===== src/rtl/npu_loader_pkg.sv =====
// npu_loader_pkg: shared geometry, FSM encoding and lane popcount for the NPU loader
package npu_loader_pkg;
  localparam int LANES    = 9;
  localparam int BYTE_W   = 8;
  localparam int WIDTH    = 80;
  localparam int HEIGHT   = 8;
  localparam int WIDTH_B  = 7;
  localparam int HEIGHT_B = 3;
  typedef enum logic [1:0] {S_IDLE, S_COLLECT, S_WRITE, S_DONE} state_t;
  function automatic logic [3:0] popcount9(input logic [LANES-1:0] m);
    popcount9 = '0;
    for (int i = 0; i < LANES; i++) popcount9 = popcount9 + {3'b0, m[i]};
  endfunction
endpackage


===== src/rtl/npu_loader_lane_pack.sv =====
// npu_loader_lane_pack: steers stream bytes into the lowest enabled, unfilled lane
module npu_loader_lane_pack
  import npu_loader_pkg::*;
(
  input  logic                    clk,
  input  logic                    reset,
  input  logic                    clr_i,
  input  logic                    push_i,
  input  logic [LANES-1:0]        mask_i,
  input  logic [BYTE_W-1:0]       data_i,
  output logic [LANES*BYTE_W-1:0] pack_d_o,
  output logic                    last_o
);
  logic [LANES-1:0] fill_q, rem, ptr;
  logic [LANES*BYTE_W-1:0] pack_q;
  assign rem = mask_i & ~fill_q;
  // one-hot lane pointer: lowest set bit of the remaining lanes
  assign ptr = rem & (~rem + LANES'(1));
  assign last_o = popcount9(rem) == 4'd1;
  always_comb begin
    pack_d_o = pack_q;
    for (int k = 0; k < LANES; k++)
      if (push_i && ptr[k]) pack_d_o[k*BYTE_W +: BYTE_W] = data_i;
  end
  always_ff @(posedge clk or negedge reset)
    if (!reset) begin
      fill_q <= '0;
      pack_q <= '0;
    end else if (clr_i) begin
      fill_q <= '0;
      pack_q <= '0;
    end else if (push_i) begin
      fill_q <= fill_q | ptr;
      pack_q <= pack_d_o;
    end
endmodule


===== src/rtl/npu_loader.sv =====
// npu_loader: packs a byte stream into 9-lane column writes for the NPU memory port
module npu_loader
  import npu_loader_pkg::*;
(
  input  logic                    clk,
  input  logic                    reset,
  input  logic                    start,
  input  logic [LANES-1:0]        cfg_lanes,
  input  logic [WIDTH_B:0]        cfg_cols,
  input  logic [HEIGHT_B:0]       cfg_rows,
  input  logic [BYTE_W-1:0]       s_data,
  input  logic                    s_valid,
  output logic                    s_ready,
  output logic [WIDTH_B-1:0]      write_w,
  output logic [HEIGHT_B-1:0]     write_h,
  output logic [LANES*BYTE_W-1:0] data_in,
  output logic [LANES-1:0]        en_in,
  output logic                    busy,
  output logic                    done
);
  localparam logic [WIDTH_B:0]  COLS_MAX = WIDTH;
  localparam logic [HEIGHT_B:0] ROWS_MAX = HEIGHT;
  state_t state_q, state_d;
  logic [LANES-1:0] mask_q;
  logic [WIDTH_B:0] cols_q, cols_c;
  logic [HEIGHT_B:0] rows_q, rows_c;
  logic [WIDTH_B-1:0] col_q, w_q;
  logic [HEIGHT_B-1:0] row_q, h_q;
  logic [LANES*BYTE_W-1:0] data_q, pack_d;
  logic go, push, last, last_col, last_row;
  assign cols_c   = cfg_cols > COLS_MAX ? COLS_MAX : cfg_cols;
  assign rows_c   = cfg_rows > ROWS_MAX ? ROWS_MAX : cfg_rows;
  assign go       = start && state_q == S_IDLE;
  assign push     = s_valid && s_ready;
  assign last_col = {1'b0, col_q} == cols_q - (WIDTH_B+1)'(1);
  assign last_row = {1'b0, row_q} == rows_q - (HEIGHT_B+1)'(1);
  npu_loader_lane_pack u_pack (
    .clk      (clk),
    .reset    (reset),
    .clr_i    (go || state_q == S_WRITE),
    .push_i   (push),
    .mask_i   (mask_q),
    .data_i   (s_data),
    .pack_d_o (pack_d),
    .last_o   (last)
  );
  always_ff @(posedge clk or negedge reset)
    if (!reset) begin
      state_q <= S_IDLE;
      mask_q  <= '0;
      cols_q  <= '0;
      rows_q  <= '0;
      col_q   <= '0;
      row_q   <= '0;
      w_q     <= '0;
      h_q     <= '0;
      data_q  <= '0;
    end else begin
      state_q <= state_d;
      if (go) begin
        mask_q <= cfg_lanes;
        cols_q <= cols_c;
        rows_q <= rows_c;
        col_q  <= '0;
        row_q  <= '0;
      end
      // the write port registers only move on a completed column, so they hold between writes
      if (push && last) begin
        w_q    <= col_q;
        h_q    <= row_q;
        data_q <= pack_d;
      end
      if (state_q == S_WRITE) begin
        col_q <= last_col ? '0 : col_q + WIDTH_B'(1);
        if (last_col) row_q <= row_q + HEIGHT_B'(1);
      end
    end
  always_comb begin
    state_d = state_q;
    case (state_q)
      S_IDLE:    if (start) state_d = (cfg_lanes == '0 || cols_c == '0 || rows_c == '0) ? S_DONE : S_COLLECT;
      S_COLLECT: if (push && last) state_d = S_WRITE;
      S_WRITE:   state_d = (last_col && last_row) ? S_DONE : S_COLLECT;
      default:   state_d = S_IDLE;
    endcase
  end
  always_comb begin
    s_ready = state_q == S_COLLECT;
    busy    = state_q == S_COLLECT || state_q == S_WRITE;
    done    = state_q == S_DONE;
    en_in   = state_q == S_WRITE ? mask_q : '0;
  end
  assign write_w = w_q;
  assign write_h = h_q;
  assign data_in = data_q;
endmodule

===== config.mk =====
export PLATFORM = sky130hd
export DESIGN_NAME = npu_loader
export DESIGN_NICKNAME = d
export VERILOG_FILES = /design/src/rtl/npu_loader_pkg.sv /design/src/rtl/npu_loader_lane_pack.sv /design/src/rtl/npu_loader.sv
export SDC_FILE = /design/constraint.sdc
export NUM_CORES = 1
export LEC_CHECK = 0
export BUFFER_PORTS_ARGS = -buffer_cell sky130_fd_sc_hd__buf_2
export CORE_UTILIZATION = 51
export DETAILED_ROUTE_END_ITERATION = 8
export PLACE_DENSITY = 0.84
export SLEW_MARGIN = 25
export SYNTH_ARGS = -nofsm -noshare
export SYNTH_HDL_FRONTEND = slang
export SYNTH_SLANG_ARGS = --single-unit

===== constraint.sdc =====
create_clock -name clk -period 4.45 [get_ports clk]
set_clock_uncertainty 0.1 [all_clocks]
set_input_delay 0.2225 -clock clk [delete_from_list [all_inputs] [get_ports clk]]
set_output_delay 0.2225 -clock clk [all_outputs]
set_load 0.05 [all_outputs]

==> metrics.md, run 1 <==
| Metric | Value |
|---|---|
| Fin Hold WS | 0.08977 ns |
| CTS Root Cell | clkbuf_16 |
| Nets | 967 |
| Seq cells post-synth | 196 |
| Synth area leader | dfrtp_1 |
| Cell mode on critical path | fa_1 |
| Post-DP HPWL | 12,940 um |
| Leakage | 5.577 nW |
| Startpoint type of the worst setup path | flip-flop |
| CP max stage cell | or4_4 |
| PwrDens | 329.4 mW/mm2 |
| Crit path cell chain | nand2b_4 -> ha_4 -> fa_1 -> fa_1 -> fa_1 -> inv_1 -> ha_2 -> inv_1 -> fa_1 -> nand2_1 -> or4_4 -> buf_12 -> clkbuf_16 -> nand2_1 -> o21ai_1 |
| Area grow syn2layout | 22.93% |
| Critical R2R Capture | data_in[63]$_DFFE_PN0P_ |
| Post-synthesis sequential area ratio | 57.88% |
| Initial DRC count | 608 |
| Final worst slack | 0.02369 ns |
| CTS H-Tree Depth | 4 |
| Outcome | finished clean |
| Initial antenna violation count | 0 |
| Endpoints failing setup | 0 |
| Syn_area_per_cell | 11.02 um2 |
| F_max | 225.9 MHz |
| Die Wd | 130.9 um |
| Yosys cell types | 52 |
| Largest cells by area after synthesis | dfrtp_1, mux2i_1, nand2_1, nor2_1, o21ai_0 |
| Met3 Usage GRT | 4.601% |
| Busiest grt layer | met2 |
| Gp weighted congestion | 0.8740 |
| Buf/Inv on CP | 4 |
| CP Data Arrival Time | 4.63 ns |
| Syn Nets | 823 |
| Worst setup path start | u_pack.fill_q[0]$_DFFE_PN0P_ |
| Slew headroom | 35.22% |
| Critical Path RT | 4.65 ns |
| Combinational Power Share | 2.8% |
| Routed Antenna Nets | 0 |
| GRT Total Usage | 24.45% |
| Worst Tran Pin Value | 0.9664 ns |
| Slew Limit Fails | 0 |
| Sw frac | 23.75% |
| Clock power share | 45.3% |
| CTS clk-pin slew, worst paths | 0.08 ns |
| DR WL/cell | 18.43 um |
| Netlist Area Pre-Place | 0.008474 mm2 |
| Clk_lat worst skew | 0.44 ns |
| Reg2Reg Depth | 15 |
| CTS tree | yes |
| Post-Place Setup Slack | -0.009635 ns |
| Hold Path Sink | cols_q[4]$_DFFE_PN0P_ |
| Sw Pwr | 0.8147 mW |
| Sequential Power Share | 51.9% |
| Layout Utilization | 64.87% |
| Area fraction of the dominant cell type after synthesis | 57.88% |
| Layout cells sized above 1 | 23.00% |
| Grt total ovfl | 0 |
| FP Rows | 46 |
| I/O pin count | 127 |
| Max VDD drop | 0.3030 mV |
| Period utilization | 99.47% |
| First-pass GRT wire length | 31,330 um |
| Max-cap viol count | 0 |
| Max FO, Critical Path | 19 |
| R2r startpoint | u_pack.fill_q[0]$_DFFE_PN0P_ |
| Internal power | 2.616 mW |
| Vias in the first global route | 6,165 |
| DR pass1 iterations | 6 |
| GR Layer Usage met1 | 32.79% |
| Cells after synthesis | 769 |
| CP top delay family | adder cells |
| Cell with the most instances after synthesis | dfrtp_1 |
| Vias per cell | 5.562 |
| Antenna diodes | 0 |
| M2 GR Usage | 38.72% |
| Largest net degree at the start of global routing | 114 |
| Total power | 3.431 mW |
| Die height | 130.9 um |
| Synth Warn # | 0 |
| Routed WL | 21,040 um |
| Initial core utilization | 52.77% |
| Hold_sp | start |
| Port bufs | 126 |
| Type of the worst setup path | reg -> reg |
| # DRC | 0 |
| Flop2flop setup slack | 0.02 ns |
| Die Area | 0.01714 mm2 |
| Area of the core | 0.01606 mm2 |
| Count of flip-flops with a built-in enable after synthesis | 0 |
| RSZ-0062 raised after global routing | yes |
| Hold Path Class | in -> reg |
| Num CTS Buffers | 17 |
| Synth top cells by count | dfrtp_1, nand2_1, nor2_1 |
| Worst Hold Path Cells | 3 |
| Vias post-DR | 6,352 |
| Worst path max stage delay | 0.60 ns |
| Minimum clock period after layout | 4.426 ns |
| Ys flop type | dfrtp_1 |
| Hold Fails Final Rpt | 0 |
| Sink Count | 196 |
| Ys async rst share | 100.0% |
| Crit end category | flip-flop |
| Clock buffer depth | 2 |
==> repair_timing <==
action	CTS	global route
pin swaps	1	1
setup endpoints to repair	13	84
setup buffers	0	8
gates resized for setup	0	13
hold buffers	23	0
gates cloned	0	5
endpoints found under the hold margin	131	0
==> metal layers <==
| layer | wire length (um) | part of all wire, % |
|---|---|---|
| met4 | 623 | 3.0 |
| met5 | 0 | 0 |
| met1 | 8907 | 42 |
| met2 | 10300 | 49 |
| met3 | 1209 | 5.7 |
==> placed cells by master, fill, tap and decap left out, types with 6 or more instances in the layout <==
cell	instances
a22o_1	6
mux2_2	12
a21oi_1	13
xnor2_1	7
buf_4	17
nand3_1	9
clkbuf_16	21
ha_1	14
dlygate4sd3_1	23
o21ai_0	41
buf_2	125
and2_1	14
nor2_1	87
nand2b_1	11
o21ai_1	40
nand2_1	91
inv_1	21
dfrtp_1	195
mux2i_1	76
mux2_1	8
xor2_1	7
==> tightest hold or removal path: cells and delay by family <==
kind	cells	cell delay [ns]
buffers and inverters	1	0.16
AOI/OAI and AO/OA	2	0.20
==> power groups by stage <==
stage | Sequential [mW] | Combinational, mW | Clock [mW]
final | 1.78 | 0.0963 | 1.56
after global routing | 1.78 | 0.107 | 1.64
after CTS | 1.78 | 0.0960 | 1.57
after detailed placement | 1.81 | 0.0810 | 0
after global placement | 1.81 | 0.0806 | 0
after floorplan | 1.82 | 0.0167 | 0
==> worst max path at each step <==
stage | to | slack, ns | cells past startpoint
CTS | data_in[13]$_DFFE_PN0P_ | 0.009 | 14
floorplan | write_w[0]$_DFFE_PN0P_ | 0.18 | 15
global route | data_in[63]$_DFFE_PN0P_ | -0.09 | 15
finish | data_in[63]$_DFFE_PN0P_ | 0.02 | 15
global placement | data_in[3]$_DFFE_PN0P_ | 0.12 | 15
detailed placement | data_in[1]$_DFFE_PN0P_ | -0.01 | 15
==> final cells by class <==
cell class              instances  area (um2)
fillers                      1155        5640
flip-flops and latches        196        4906
multi-input cells             501        3321
repair buffers                176        1231
clock buffers                  17       425.4
well taps                     216       270.3
clock inverters                15       185.2
inverters                      21       78.83
==> registers in the layout, indices dropped and copies added (netlist names) <==
register,cells
row_q,3
rows_q,4
state_q,2
cols_q,8
u_pack.pack_q,72
write_w,7
mask_q,9
write_h,3
u_pack.fill_q,9
data_in,72
col_q,7
==> logic make-up (layout without fill, tap and decap cells) <==
kind of cell,after synthesis,count (layout),share of synthesized area (%)
simple gates,255,255,14.22
xor+xnor,14,14,1.447
compound gates,115,115,7.648
buf+inv,72,229,3.632
flops,196,196,57.88
fa+ha+maj,21,21,3.544
mux,96,96,11.63
==> metrics by stage <==
stage                       TNS, ns  instances  cell area [um2]
after floorplan                   0        769             8474
after global placement            0       1074             9326
after detailed placement  -0.009635       1074             9326
after CTS                         0       1129            10170
after global routing         -1.312       1142            10420
final                             0       1142            10420
(Power assumes the default switching activity.)
==> run 2, diff against run 1 <==
--- a/config.mk
+++ b/config.mk
@@ -6,10 +6,12 @@
 export NUM_CORES = 1
 export LEC_CHECK = 0
 export BUFFER_PORTS_ARGS = -buffer_cell sky130_fd_sc_hd__buf_2
-export CORE_UTILIZATION = 51
+export CORE_UTILIZATION = 52
 export DETAILED_ROUTE_END_ITERATION = 8
-export PLACE_DENSITY = 0.84
+export PLACE_DENSITY = 0.85
+export SETUP_SLACK_MARGIN = 0.2
 export SLEW_MARGIN = 25
 export SYNTH_ARGS = -nofsm -noshare
 export SYNTH_HDL_FRONTEND = slang
+export SYNTH_HIERARCHICAL = 1
 export SYNTH_SLANG_ARGS = --single-unit
==> metrics.md, run 2 <==
| Metric | Value |
|---|---|
| Slew Limit Fails | 0 |
| Die Wd | 135.9 um |
| Syn Nets | 781 |
| Crit end category | flip-flop |
| Synth top cells by count | dfrtp_1, mux2_2, nand2b_1 |
| Reg2Reg Depth | 13 |
| Hold Path Class | in -> reg |
| CTS clk-pin slew, worst paths | 0.07 ns |
| Area fraction of the dominant cell type after synthesis | 52.59% |
| Cell with the most instances after synthesis | dfrtp_1 |
| DR WL met2 | 10,570 um |
| Ys flop type | dfrtp_1 |
| F_max | 233.5 MHz |
| Area of the core | 0.01742 mm2 |
| DR WL/cell | 19.42 um |
| Layout Utilization | 64.24% |
| Vias in the first global route | 6,219 |
| GRT Total Usage | 23.22% |
| Vias post-DR | 6,187 |
| Initial core utilization | 53.55% |
| Max FO, Critical Path | 7 |
| Num CTS Buffers | 17 |
| Layout cells sized above 1 | 41.08% |
| Total Neg Setup Slack | 0 ns |
| Flop2flop setup slack | 0.17 ns |
| Initial antenna violation count | 0 |
| Seq cells post-synth | 196 |
| Max VDD drop | 0.2814 mV |
| Top Metal Used | met4 |
| Slew headroom | 36.38% |
| FP Rows | 48 |
| CP Data Arrival Time | 4.50 ns |
| PwrDens | 297.8 mW/mm2 |
| CTS H-Tree Depth | 4 |
| Vias per cell | 5.544 |
| Total power | 3.332 mW |
| Gp weighted congestion | 0.8808 |
| Startpoint type of the worst setup path | flip-flop |
| Type of the worst setup path | reg -> reg |
| Routed Antenna Nets | 0 |
| Largest net degree at the start of global routing | 128 |
| Nets | 928 |
| Netlist Area Pre-Place | 0.009326 mm2 |
| Yosys cell types | 56 |
| Largest cells by area after synthesis | dfrtp_1, mux2_2, mux2i_1, nand2b_1, nor2b_1 |
| Met1 wire length | 9665 um |
| Cells after synthesis | 731 |
| R2r startpoint | u_pack/fill_q[0]$_DFFE_PN0P_ |
| Clock buffer depth | 2 |
| Max-cap viol count | 0 |
| CTS tree | yes |
| Critical path capture point | data_in[25]$_DFFE_PN0P_ |
| Antenna diodes | 0 |
| Period utilization | 96.26% |
| Hold_sp | cfg_cols[7] |
| Minimum clock period after layout | 4.284 ns |
| Hold Fails Final Rpt | 0 |
| Die height | 135.9 um |
| Post-DP HPWL | 13,240 um |
| DR pass1 iterations | 5 |
| Critical R2R Capture | data_in[25]$_DFFE_PN0P_ |
| RSZ-0062 raised after global routing | yes |
| Syn_area_per_cell | 12.76 um2 |
| # DRC | 0 |
| Grt total ovfl | 0 |
| CTS Root Cell | clkbuf_16 |
| Post-synthesis sequential area ratio | 52.59% |
| Initial DRC count | 399 |
| Worst setup path start | u_pack/fill_q[0]$_DFFE_PN0P_ |
| Count of flip-flops with a built-in enable after synthesis | 0 |
| Endpoints failing setup | 0 |
| Met3 Wirelength | 1176 um |
| Die Area | 0.01848 mm2 |
| Port bufs | 126 |
| Worst Tran Pin Value | 0.9519 ns |
| Most common cell after layout, fill and taps aside | dfrtp_1 |
| Outcome | finished clean |
| I/O pin count | 127 |
| Leakage | 5.973 nW |
| Critical Path RT | 4.67 ns |
| Routed WL | 21,670 um |
| Most frequent cells in the layout | dfrtp_1, mux2_2, buf_2 |
| Ys async rst share | 100.0% |
| Clk_lat worst skew | 0.43 ns |
| Sink Count | 196 |
| First-pass GRT wire length | 32,670 um |
| Synth Warn # | 6 |
| Synth area leader | dfrtp_1 |
| Area grow syn2layout | 19.96% |
-- run 2: cell count changes after synthesis, moves of 36 or more --
cell	previous run	this run
nand2b_1	13	61
mux2_2	12	163
o21ai_1	36	0
mux2i_1	76	40
nor2_1	87	20
o21ai_0	45	6
nand2_1	91	17
-- run 2: critical path: stages, from the launching register on --
cell,delay [ns]
dfrtp_1,0.39
nand2b_4,0.16
fa_1,0.56
fa_1,0.43
fa_1,0.48
fa_2,0.37
fa_2,0.35
nor2_1,0.13
a31oi_1,0.12
nor3b_2,0.25
buf_6,0.18
nand2_4,0.12
clkbuf_16,0.23
mux2_2,0.29
-- run 2: how the worst min path moves through the flow --
stage | endpoint | depth (start not counted)
5_1_grt | cols_q[5]$_DFFE_PN0P_ | 3
6_report | cols_q[5]$_DFFE_PN0P_ | 3
3_3_place_gp | state_q[0]$_DFFE_PN0P_ | 1
2_1_floorplan | col_q[0]$_DFFE_PN0P_ | 0
4_1_cts | cols_q[5]$_DFFE_PN0P_ | 3
3_5_place_dp | state_q[0]$_DFFE_PN0P_ | 1
-- run 2: cell type report --
class | instances | area (um2)
clock buffers | 17 | 425.4
clock inverters | 15 | 127.6
fillers | 1299 | 6228
inverters | 22 | 82.58
multi-input cells | 473 | 4184
flip-flops and latches | 196 | 4905
well taps | 225 | 281.5
repair buffers | 168 | 1182
-- run 2: kinds of logic after synthesis --
group / count (synthesis) / synth area share [%]
buffers and inverters: 64 / 3.193
xor gates and xnor gates: 13 / 1.221
muxes: 204 / 24.13
adders and majority gates: 17 / 2.683
and+or+nand+nor: 188 / 12.48
DFF: 196 / 52.59
AOI/OAI and AO/OA: 49 / 3.703
-- run 2: layer usage --
layer | GRT usage (%) | vias up
li1 | - | 2841
met1 | 31.81 | 3155
met2 | 37.39 | 173
met3 | 4.251 | 18
met4 | 7.531 | 0
met5 | 0 | -
-- run 2: stage by stage --
step	setup WS (ns)	cell area (um2)	hold WS, ns	instances
floorplan	0.2986	9335	-0.1731	731
global placement	0.2035	10120	0.1671	1048
detailed placement	0.04014	10120	0.1679	1048
CTS	0.2072	10960	0.05358	1104
global route	0.08937	11190	0.08611	1116
finish	0.1664	11190	0.08922	1116
-- run 2: where the power goes --
| group | total, mW | leakage [nW] | switching (mW) | internal, mW |
|---|---|---|---|---|
| registers | 1.78 | 2.69 | 0 | 1.78 |
| logic | 0.104 | 3.02 | 0.0741 | 0.0302 |
| clock network | 1.45 | 0.262 | 0.718 | 0.730 |
| total | 3.33 | 5.97 | 0.792 | 2.54 |
-- run 2: repair_timing --
item                                    CTS  global route
endpoints found under the setup margin   79            83
setup buffers                             2             3
hold endpoints to repair                 89             0
resized for setup                        11             9
hold buffers                             22             0
pin swaps                                 0             2
cloned                                    0             9
==> run 3, diff against run 2 <==
--- a/config.mk
+++ b/config.mk
@@ -6,9 +6,10 @@
 export NUM_CORES = 1
 export LEC_CHECK = 0
 export BUFFER_PORTS_ARGS = -buffer_cell sky130_fd_sc_hd__buf_2
-export CORE_UTILIZATION = 52
+export CAP_MARGIN = 30
+export CORE_UTILIZATION = 30
 export DETAILED_ROUTE_END_ITERATION = 8
-export PLACE_DENSITY = 0.85
+export PLACE_DENSITY = 0.58
 export SETUP_SLACK_MARGIN = 0.2
 export SLEW_MARGIN = 25
 export SYNTH_ARGS = -nofsm -noshare
==> metrics.md, run 3 (same netlist as run 2, synthesis figures left out) <==
| Metric | Value |
|---|---|
| Outcome | finished clean |
| Type of the worst setup path | reg -> reg |
| Clk_lat worst skew | 0.44 ns |
| Port bufs | 126 |
| Initial antenna violation count | 0 |
| Reg2Reg Depth | 13 |
| Initial DRC count | 277 |
| Die height | 178.3 um |
| Flop2flop setup slack | 0.29 ns |
| FP Rows | 64 |
| Critical Path RT | 4.67 ns |
| Critical path capture point | data_in[55]$_DFFE_PN0P_ |
| F_max | 240.4 MHz |
| Vias per cell | 4.631 |
| Num CTS Buffers | 17 |
| Area of the core | 0.03059 mm2 |
| Worst Tran Pin Value | 0.9497 ns |
| CTS Root Cell | clkbuf_16 |
| PwrDens | 312.4 mW/mm2 |
| Leakage | 6.011 nW |
| Gp weighted congestion | 0.8273 |
| Die Area | 0.03180 mm2 |
| Minimum clock period after layout | 4.160 ns |
| Clock buffer depth | 2 |
| Antenna diodes | 0 |
| DR pass1 iterations | 4 |
| CTS tree | yes |
| Post-DP HPWL | 14,810 um |
| Initial core utilization | 30.49% |
| # DRC | 0 |
| Most frequent cells in the layout | dfrtp_1, mux2_2, buf_2 |
| Critical R2R Capture | data_in[55]$_DFFE_PN0P_ |
| Vias in the first global route | 6,038 |
| Routed Antenna Nets | 0 |
| Layout cells sized above 1 | 41.43% |
| DR WL/cell | 17.40 um |
| Die Wd | 178.3 um |
| Max VDD drop | 0.2556 mV |
| Vias post-DR | 5,969 |
| Hold Fails Final Rpt | 0 |
| First-pass GRT wire length | 34,760 um |
| Max FO, Critical Path | 13 |
| Endpoints failing setup | 0 |
| CTS clk-pin slew, worst paths | 0.08 ns |
| Crit end category | flip-flop |
| CTS H-Tree Depth | 4 |
| Area grow syn2layout | 22.65% |
| I/O pin count | 127 |
| Most common cell after layout, fill and taps aside | dfrtp_1 |
| Period utilization | 93.48% |
| Routed WL | 22,430 um |
| Grt total ovfl | 0 |
| Worst setup path start | u_pack/fill_q[0]$_DFFE_PN0P_ |
| Nets | 930 |
| GRT Total Usage | 14.41% |
| Max-cap viol count | 0 |
| Total Neg Setup Slack | 0 ns |
| RSZ-0062 raised after global routing | yes |
| Largest net degree at the start of global routing | 57 |
| Slew headroom | 36.62% |
| Startpoint type of the worst setup path | flip-flop |
| Sink Count | 196 |
| CP Data Arrival Time | 4.38 ns |
| Slew Limit Fails | 0 |
| Hold Path Class | in -> reg |
| Fin Hold WS | 0.07867 ns |
| R2r startpoint | u_pack/fill_q[0]$_DFFE_PN0P_ |
## run 3: cell types whose count changed in the layout (fill, tap and decap cells not counted), sizes merged, moves of 2 or more
cell      delta
buf          +6
clkinvlp     -4
bufinv       +3
clkinv       -3
inv          +3
clkbuf       -2
nand2        -2
## run 3: worst max-delay path, stage by stage, from the launching register on
cell	delay, ns
dfrtp_1	0.39
nand2b_4	0.16
fa_1	0.55
fa_1	0.43
fa_1	0.47
fa_2	0.37
fa_2	0.36
nor2_2	0.10
a31oi_2	0.10
nor3b_2	0.27
nand2_4	0.10
buf_12	0.17
clkbuf_16	0.18
mux2_2	0.28
## run 3: what timing repair did
| item | CTS | global route |
|---|---|---|
| pin swaps | 0 | 1 |
| hold buffers | 23 | 0 |
| cloned | 1 | 2 |
| resized for setup | 3 | 9 |
| endpoints found under the setup margin | 73 | 84 |
| hold endpoints to repair | 71 | 0 |
| buffers inserted | 3 | 5 |
## run 3: stage by stage
stage	utilization (%)	instance area [um2]	worst slack, ns	cells	total power, mW
floorplan	-	9335	0.2986	731	1.836
global placement	33.86	10360	0.1448	1223	1.911
detailed placement	33.86	10360	0.09656	1223	1.910
CTS	36.98	11310	0.1259	1282	3.636
global route	37.39	11440	0.1706	1289	3.711
finish	37.39	11440	0.2901	1289	3.573
## run 3: layer usage
layer	track usage, %	share of wire (%)
met4	3.531	0.79
met3	3.730	4.8
met1	20.47	49
met5	0	0
met2	21.71	45
## run 3: how the worst min path moves through the flow
stage                            from  cells past startpoint                     end  slack, ns
final                     cfg_cols[6]                      3   cols_q[5]$_DFFE_PN0P_       0.08
after global routing      cfg_cols[6]                      3   cols_q[5]$_DFFE_PN0P_       0.06
after CTS                 cfg_cols[6]                      3   cols_q[5]$_DFFE_PN0P_       0.03
after detailed placement        reset                      1  write_w[1]$_DFFE_PN0P_       0.11
after global placement          reset                      1  write_w[1]$_DFFE_PN0P_       0.11
after floorplan                 reset                      0    col_q[0]$_DFFE_PN0P_      -0.17
## run 3: where the power goes
group	leakage, nW	internal [mW]	switching, mW
clock	0.320	0.935	0.753
combinational	3.00	0.0306	0.0757
sequential	2.69	1.78	0
total	6.01	2.75	0.828
## run 3: final cells by class
cell class	instances	area, um2
well taps	396	495.5
flip-flops and latches	196	4905
clock inverters	14	214.0
fillers	3000	19150
repair buffers	172	1141
clock buffers	18	439.2
inverters	22	82.58
multi-input cells	471	4161
